`src/rtl/fifo_wr_arbiter_pkg.sv`:
```
// Shared defaults, FSM state type and fifo_wdata field layout for the FIFO
// write-port arbiter. The source ID occupies the MSBs of fifo_wdata.
package fifo_wr_arbiter_pkg;

  localparam int NREQ_DEF      = 4;
  localparam int DSIZE_DEF     = 8;
  localparam int MAX_BURST_DEF = 4;
  localparam int IDW_DEF       = $clog2(NREQ_DEF);

  localparam int WDATA_W_DEF   = IDW_DEF + DSIZE_DEF;
  localparam int ID_MSB_DEF    = WDATA_W_DEF - 1;
  localparam int ID_LSB_DEF    = DSIZE_DEF;
  localparam int PAY_MSB_DEF   = DSIZE_DEF - 1;
  localparam int PAY_LSB_DEF   = 0;

  typedef enum logic {
    ST_IDLE  = 1'b0,
    ST_BURST = 1'b1
  } arb_state_e;

  function automatic int burst_cnt_width(input int max_burst);
    return $clog2(max_burst + 1);
  endfunction

endpackage

```
`src/rtl/fifo_wr_arbiter_rr_pick.sv`:
```
// Combinational rotate-priority encoder: first asserted request searching
// upward from last_owner+1, wrapping; last_owner itself has lowest priority.
module fifo_wr_arbiter_rr_pick
  import fifo_wr_arbiter_pkg::*;
#(
  parameter int NREQ = NREQ_DEF,
  parameter int IDW  = $clog2(NREQ)
) (
  input  logic [NREQ-1:0] req,
  input  logic [IDW-1:0]  last_owner,
  output logic [NREQ-1:0] onehot,
  output logic [IDW-1:0]  idx,
  output logic            valid
);

  always_comb begin
    logic [IDW-1:0] cand;
    cand   = '0;
    idx    = '0;
    valid  = 1'b0;
    // Walk from farthest to nearest so the nearest hit is written last;
    // k == NREQ truncates to last_owner itself.
    for (int k = NREQ; k >= 1; k--) begin
      cand = last_owner + IDW'(k);
      if (req[cand]) begin
        idx   = cand;
        valid = 1'b1;
      end
    end
    onehot = valid ? (NREQ'(1) << idx) : '0;
  end

endmodule

```
`src/rtl/fifo_wr_arbiter.sv`:
```
// Round-robin burst arbiter feeding NREQ requesters into one async-FIFO
// write port; each grant allows up to MAX_BURST writes, tagged with the source ID.
module fifo_wr_arbiter
  import fifo_wr_arbiter_pkg::*;
#(
  parameter int DSIZE     = DSIZE_DEF,
  parameter int NREQ      = NREQ_DEF,
  parameter int MAX_BURST = MAX_BURST_DEF
) (
  input  logic                           wclk,
  input  logic                           wrst_n,
  input  logic [NREQ-1:0]                req,
  input  logic [NREQ*DSIZE-1:0]          req_data,
  output logic [NREQ-1:0]                ack,
  output logic [NREQ-1:0]                grant,
  output logic [$clog2(NREQ)+DSIZE-1:0]  fifo_wdata,
  output logic                           fifo_w_en,
  input  logic                           fifo_wfull
);

  localparam int IDW = $clog2(NREQ);
  localparam int CW  = burst_cnt_width(MAX_BURST);

  arb_state_e      state_q, state_d;
  logic [NREQ-1:0] grant_q, grant_d;
  logic [IDW-1:0]  gidx_q, gidx_d;
  logic [CW-1:0]   cnt_q, cnt_d;
  logic [IDW-1:0]  last_q, last_d;

  logic [NREQ-1:0] pick_oh;
  logic [IDW-1:0]  pick_idx;
  logic            pick_valid;
  logic            req_g;
  logic [DSIZE-1:0] payload;
  logic            wr;
  logic [CW-1:0]   cnt_inc;

  fifo_wr_arbiter_rr_pick #(
    .NREQ (NREQ),
    .IDW  (IDW)
  ) rr_pick (
    .req        (req),
    .last_owner (last_q),
    .onehot     (pick_oh),
    .idx        (pick_idx),
    .valid      (pick_valid)
  );

  always_comb begin
    payload = '0;
    for (int i = 0; i < NREQ; i++) begin
      if (gidx_q == IDW'(i)) payload = req_data[i*DSIZE +: DSIZE];
    end
  end

  assign req_g   = req[gidx_q];
  assign wr      = (state_q == ST_BURST) && req_g && !fifo_wfull;
  assign cnt_inc = cnt_q + CW'(1);

  always_comb begin
    state_d = state_q;
    grant_d = grant_q;
    gidx_d  = gidx_q;
    cnt_d   = cnt_q;
    last_d  = last_q;
    unique case (state_q)
      ST_IDLE: begin
        if (pick_valid) begin
          grant_d = pick_oh;
          gidx_d  = pick_idx;
          cnt_d   = '0;
          state_d = ST_BURST;
        end
      end
      ST_BURST: begin
        // A dropped request ends the burst even while the FIFO is full.
        if (!req_g || (wr && (cnt_inc == CW'(MAX_BURST)))) begin
          state_d = ST_IDLE;
          grant_d = '0;
          cnt_d   = '0;
          last_d  = gidx_q;
        end else if (wr) begin
          cnt_d = cnt_inc;
        end
      end
      default: state_d = ST_IDLE;
    endcase
  end

  always_ff @(posedge wclk or negedge wrst_n) begin
    if (!wrst_n) begin
      state_q <= ST_IDLE;
      grant_q <= '0;
      gidx_q  <= '0;
      cnt_q   <= '0;
      last_q  <= IDW'(NREQ - 1);
    end else begin
      state_q <= state_d;
      grant_q <= grant_d;
      gidx_q  <= gidx_d;
      cnt_q   <= cnt_d;
      last_q  <= last_d;
    end
  end

  assign grant      = grant_q;
  assign fifo_w_en  = wr;
  assign ack        = wr ? grant_q : '0;
  assign fifo_wdata = (state_q == ST_BURST) ? {gidx_q, payload} : '0;

endmodule

```
`config.mk`:
```
export PLATFORM = sky130hd
export DESIGN_NAME = fifo_wr_arbiter
export DESIGN_NICKNAME = d
export VERILOG_FILES = /design/src/rtl/fifo_wr_arbiter_pkg.sv /design/src/rtl/fifo_wr_arbiter_rr_pick.sv /design/src/rtl/fifo_wr_arbiter.sv
export SDC_FILE = /design/constraint.sdc
export NUM_CORES = 1
export LEC_CHECK = 0
export ABC_AREA = 1
export ABC_CLOCK_PERIOD_IN_PS = 2940
export CAP_MARGIN = 5
export CORE_MARGIN = 5
export CORE_UTILIZATION = 35
export DETAILED_ROUTE_END_ITERATION = 10
export PLACE_DENSITY_LB_ADDON = 0.2
export SLEW_MARGIN = 10
export SYNTH_ARGS = -nofsm -noshare
export SYNTH_HDL_FRONTEND = slang
export SYNTH_SLANG_ARGS = --single-unit
export TNS_END_PERCENT = 10
```
`constraint.sdc`:
```
create_clock -name wclk -period 2.94 [get_ports wclk]
set_input_delay 0.441 -clock wclk [delete_from_list [all_inputs] [get_ports wclk]]
set_output_delay 0.441 -clock wclk [all_outputs]
set_load 0.03 [all_outputs]
```
# Yosys cells after proc, flatten, opt, wreduce, memory -nomap -nowiden
# Cells that the tools add are included.
word_totals:
  in_bits: 39
  reg_bits: 12
  output_inout_bits: 19
  wordCells: 68
classes:
  reduce_logical: 11
  magnitude_cmp: 5
  addsub: 4
  n_eq_ne: 7
  mux: 34
  n_shift: 1
  bitwise_logic: 1
op_table:
  columns: ["op", "count"]
  rows:
  - ["$mux W8", 4]
  - ["$lt A2 B3 Y1 const B", 5]
  - ["$mux W4", 3]
  - ["$mux W1", 11]
  - ["$bmux W1 S2", 5]
  - ["$mux W10", 1]
  - ["$mux W3", 3]
  - ["$mux W2", 4]
  - ["$pmux W4 S2", 1]
  - ["$reduce_and A2 Y1", 4]
  - ["$pmux W3 S2", 1]
  - ["$add A2 B2 Y2 const B", 2]
  - ["$eq A2 B2 Y1 const B", 2]
  - ["$shl A1 B2 Y4 const A", 1]
  - ["$add A3 B1 Y3 const B", 1]
  - ["$eq A3 B3 Y1 const B", 1]
  - ["$logic_and A1 B1 Y1", 3]
  - ["$ne A3 B1 Y1 const B", 1]
  - ["$add A2 B1 Y2 const B", 1]
  - ["$eq A2 B1 Y1 const B", 1]
  - ["$logic_not A1 Y1", 2]
  - ["$logic_not A2 Y1", 1]
  - ["$ne A2 B1 Y1 const B", 1]
  - ["$ne A2 B2 Y1 const B", 1]
  - ["other kinds (3)", 3]

# Depth between registers and ports, before layout
logic_depth:
  word_depth: 9
  ltp_mapped: 13
  mapped_depth_nobuf: 12

# Modules after synthesis
# From an unflattened synthesis, not the netlist that was laid out.
hier_totals:
  hier_cells: 208
  hier_area_um2: 1234.9
modules_own_cells:
  columns: ["module", "instances", "cells_per_inst", "area_each_um2", "seq_area_each_um2"]
  rows:
  - ["fifo_wr_arbiter", 1, 149, 933.4, 302.8]
  - ["fifo_wr_arbiter_rr_pick", 1, 59, 301.5, 0.0]

# Worst setup path before layout
# No wires, ideal clock.
synth_timing:
  path_kind: "register to output"
  start: "register gidx_q[1]"
  end: "output port ack[0]"
  path_buffers: 1
  arrival_time_ns: 1.592
  path_stages_with_launch: 9
  slack_ns: 0.907
  required_ns: 2.499
  cell_sequence: "dfrtp_1 -> buf_4 -> nor2_1 -> nand2_1 -> nand4_2 -> nand2_2 -> nor2_4 -> inv_2 -> nor2_1"
synth_via:
  elab_chain_len: 5
synth_rtl:
  columns: ["item", "line", "source"]
  rows:
  - ["from (decl)", "fifo_wr_arbiter.sv:26", "logic [IDW-1:0] gidx_q, gidx_d;"]
  - ["from (signal assigned)", "fifo_wr_arbiter.sv:100", "gidx_q <= gidx_d;"]
  - ["$bmux W1 S2", "fifo_wr_arbiter.sv:56", "assign req_g = req[gidx_q];"]
  - ["$mux W1 (implied by the code)", "fifo_wr_arbiter.sv:56", null]
  - ["$logic_and A1 B1 Y1 (2 in series)", "fifo_wr_arbiter.sv:57", "assign wr = (state_q == ST_BURST) && req_g && !fifo_wfull;"]
  - ["net fifo_w_en", "fifo_wr_arbiter.sv:17", "output logic fifo_w_en,"]
  - ["$mux W4", "fifo_wr_arbiter.sv:108", "assign ack = wr ? grant_q : '0;"]
  - ["to (decl)", "fifo_wr_arbiter.sv:14", "output logic [NREQ-1:0] ack,"]
# The timed path passes the listed nets, and every way through them passes these cells. The select of a mux whose other input is x is not followed.

# Worst setup path in the final report
layout_timing:
  start: "input port req[1]"
  end: "output port ack[0]"
layout_via:
  elab_chain_len: 5
layout_rtl:
  columns: ["item", "line", "source"]
  rows:
  - ["from (decl)", "fifo_wr_arbiter.sv:12", "input logic [NREQ-1:0] req,"]
  - ["$bmux W1 S2", "fifo_wr_arbiter.sv:56", null]
  - ["$mux W1 (implied by the code)", "fifo_wr_arbiter.sv:56", null]
  - ["$logic_and A1 B1 Y1 (2 in series)", "fifo_wr_arbiter.sv:57", null]
  - ["$mux W4", "fifo_wr_arbiter.sv:108", null]
# Every way passes these cells. The select of a mux whose other input is x is not followed.

==> flow_summary.json <==
{
  "synth_top_cells_by_area": "sky130_fd_sc_hd__dfrtp_1, sky130_fd_sc_hd__nand2_1, sky130_fd_sc_hd__o21ai_0, sky130_fd_sc_hd__nand3_1, sky130_fd_sc_hd__nand2_2",
  "timing.final.setup_violations": 0,
  "floorplan.die.width_um": 67.07,
  "detail_route.drc_violations": 0,
  "detail_route.wl_per_cell_um": 11.32,
  "timing.critical_path.fanout_max": 5,
  "maxCapViolations": 0,
  "post_layout_nonfiller_instances": 285,
  "core.rowCount": 20,
  "arrival_ns": 2.29,
  "grt_setup_unrepaired": "false",
  "worst_hold_slack_ns": 0.4852,
  "timing.slew.headroom": 0.6269,
  "timing.final.max_slew_violations": 0,
  "core_area_mm2": 0.003078,
  "first_global_vias": 1289,
  "cts_hold_buffers": 0,
  "vias_per_cell": 4.621,
  "antenna_violating_nets_post_route": 0,
  "wire_length_of_the_first_global_routing_pass_mm": 5.492,
  "fp.dieArea_mm2": 0.004498,
  "post-route-period-util": 0.9305,
  "detailedPlacementHpwl_mm": 2.678,
  "synthDominantAreaCellType": "sky130_fd_sc_hd__dfrtp_1",
  "synthesis.area_mm2": 0.001140,
  "clk-insertion-delay-late_ns": 0.28,
  "clk_root_buffer_cell": "sky130_fd_sc_hd__clkbuf_4",
  "status": "completed",
  "final_layout_size_suffix_gt1_frac": 0.1494,
  "finalClockSkew_ns": 0.01202,
  "final.setup.tns_ns": 0,
  "portion_of_the_post_synthesis_area_used_by_sequential_elements": 0.2656,
  "grt_max_degree": 18,
  "cts_sinks": 12,
  "cp.required_ns": 2.50,
  "tritoncts": "built",
  "postSynthNetCount": 224,
  "antenna_cells": 0,
  "yosysTopAreaCellShare": 0.2195,
  "max_freq_mhz": 365.5,
  "die_h_um": 67.07,
  "routed_wirelength_mm": 3.225,
  "post_synth_inst_count": 183,
  "num_io_pins": 58,
  "final.setup.worst_slack_ns": 0.2044,
  "total_leakage_power_nw": 0.8715,
  "cts_htree_levels": 1,
  "synth.avg_cell_area_um2": 6.229,
  "initial_utilization": 0.3703,
  "yosys_synthesis_warning_count": 0,
  "clk_slew_on_worst_s_h_paths_ns": 0.07,
  "antenna_found_initial": 0,
  "setup.worst_path.start_class": "primary input",
  "fin_crit_ns": 2.736,
  "synth-seq-cells": 12,
  "gr-total-overflow": 0,
  "placed_cells_incl_taps": 281,
  "cts_buffers": 3,
  "fin_nets": 283,
  "worst_vdd_rail_ir_drop_v": 0.0006459,
  "number_of_search_and_repair_iterations_in_the_first_detailed_routing_pass": 4,
  "timing.critical_path.to_type": "primary output",
  "critical_path_class": "primary input to primary output",
  "hold_path.class": "flip-flop to flip-flop",
  "place.gp.congestion": 0.7528,
  "totalPowerFinal_w": 0.001755,
  "grt_util_all_layers": 0.1573,
  "slew_of_the_pin_with_the_lowest_slew_margin_ns": 0.5580,
  "total_via_count_after_detailed_routing": 1317,
  "synthDistinctLibCells": 27,
  "drt-initial-drc-count": 37,
  "hold_violations": 0,
  "worst_slack_after_detailed_placement_ns": 0.1937,
  "pwr_density_cell_mw_per_mm2": 975.9,
  "number_of_buffer_cells_added_on_primary_ports": 57,
  "syn_to_final_growth_pct": 57.74,
  "cts_buffer_depth": 2
}
final timing paths:
kind,start,depth (start not counted),slack (ns),to
max,req[1],8,0.20,ack[0]
min,cnt_q[1],2,0.49,cnt_q[1]
max reg2reg,last_q[0],8,1.33,cnt_q[2]
min reg2reg,cnt_q[1],2,0.49,cnt_q[1]
max in group asynchronous,wrst_n,1,2.03,gidx_q[1]
min in group asynchronous,wrst_n,1,0.52,grant[2]
what timing repair did:
item	CTS	global route
endpoints found under the setup margin	0	4
resized for setup	0	4
setup buffers	0	0
metal layers:
metal | share of wire | vias to the layer above | track usage | wire (um)
met5 | 0 | - | 0 | 0
met4 | 0.0031 | 0 | 0.01519 | 10
met3 | 0.064 | 2 | 0.05734 | 206
met2 | 0.49 | 30 | 0.2675 | 1590
met1 | 0.44 | 575 | 0.1949 | 1418
li1 | - | 710 | - | -
final cells by class:
type / count / area, um^2
fillers: 313 / 1280
multi-input cells: 142 / 710.7
repair buffers: 60 / 600.6
flip-flops and latches: 12 / 304.0
inverters: 23 / 91.34
well taps: 44 / 55.05
clock buffers: 4 / 36.28
flip-flops by register name, indices dropped and copies added, names as in the netlist:
name,count
grant,4
gidx_q,2
state_q,1
last_q,2
cnt_q,3
cell usage in the layout (no fill, tap or decap):
cell and n:
sky130_fd_sc_hd__dfstp_2 2, sky130_fd_sc_hd__clkbuf_8 1, sky130_fd_sc_hd__o21ai_2 2, sky130_fd_sc_hd__inv_6 1
sky130_fd_sc_hd__nor3_1 1, sky130_fd_sc_hd__nor2_4 1, sky130_fd_sc_hd__nand3_1 18, sky130_fd_sc_hd__nand3_2 1
sky130_fd_sc_hd__nand2_1 53, sky130_fd_sc_hd__buf_4 3, sky130_fd_sc_hd__nor2_2 1, sky130_fd_sc_hd__nand4_2 1
sky130_fd_sc_hd__clkdlybuf4s50_1 54, sky130_fd_sc_hd__inv_1 18, sky130_fd_sc_hd__mux2i_1 1, sky130_fd_sc_hd__dfrtp_2 1
sky130_fd_sc_hd__a21oi_2 1, sky130_fd_sc_hd__dfrtp_1 9, sky130_fd_sc_hd__nand2_2 13, sky130_fd_sc_hd__a21oi_1 9
sky130_fd_sc_hd__nor2_1 9, sky130_fd_sc_hd__clkbuf_4 3, sky130_fd_sc_hd__inv_2 4, sky130_fd_sc_hd__nand4_1 2
sky130_fd_sc_hd__o21ai_1 3, sky130_fd_sc_hd__o31ai_2 1, sky130_fd_sc_hd__ha_1 2, sky130_fd_sc_hd__o21ai_0 23
sky130_fd_sc_hd__dlymetal6s2s_1 3
worst max-delay path, cell delays in order:
cell,delay [ns]
sky130_fd_sc_hd__clkdlybuf4s50_1,0.53
sky130_fd_sc_hd__nand3_1,0.11
sky130_fd_sc_hd__nand4_2,0.15
sky130_fd_sc_hd__nand2_2,0.08
sky130_fd_sc_hd__nor2_4,0.13
sky130_fd_sc_hd__inv_2,0.08
sky130_fd_sc_hd__nor2_1,0.09
sky130_fd_sc_hd__clkdlybuf4s50_1,0.67
stage by stage:
step / cell area [um^2] / utilization
4_1_cts: 1789 / 0.5813
5_1_grt: 1798 / 0.5841
6_report: 1798 / 0.5841
3_5_place_dp: 1753 / 0.5695
3_3_place_gp: 1753 / 0.5695
2_1_floorplan: 1140 / -
logic make-up (layout without fill, tap and decap cells):
kind of cell	count (synthesis)	count (layout)	synth area share
compound gates	39	39	0.1877
buf+inv	29	87	0.1109
fa+ha+maj	2	2	0.02195
flops	12	12	0.2656
simple gates	100	100	0.4050
mux	1	1	0.008782
synth_stat cells (all sizes together):
master	count
nand3	19
dfstp	2
o31ai	1
dfrtp	10
nand2	66
ha	2
buf	3
mux2i	1
nor3	1
nand4	3
clkbuf	3
o21ai	28
nor2	11
a21oi	10
inv	23
report_power, final:
| group | leakage (nW) | switching [W] | internal, W |
|---|---|---|---|
| Sequential | 0.150 | 0.0000960 | 0.000237 |
| Clock | 0.0210 | 0.0000574 | 0.0000753 |
| Combinational | 0.700 | 0.000793 | 0.000496 |
Power figures use the tool's default switching activity.
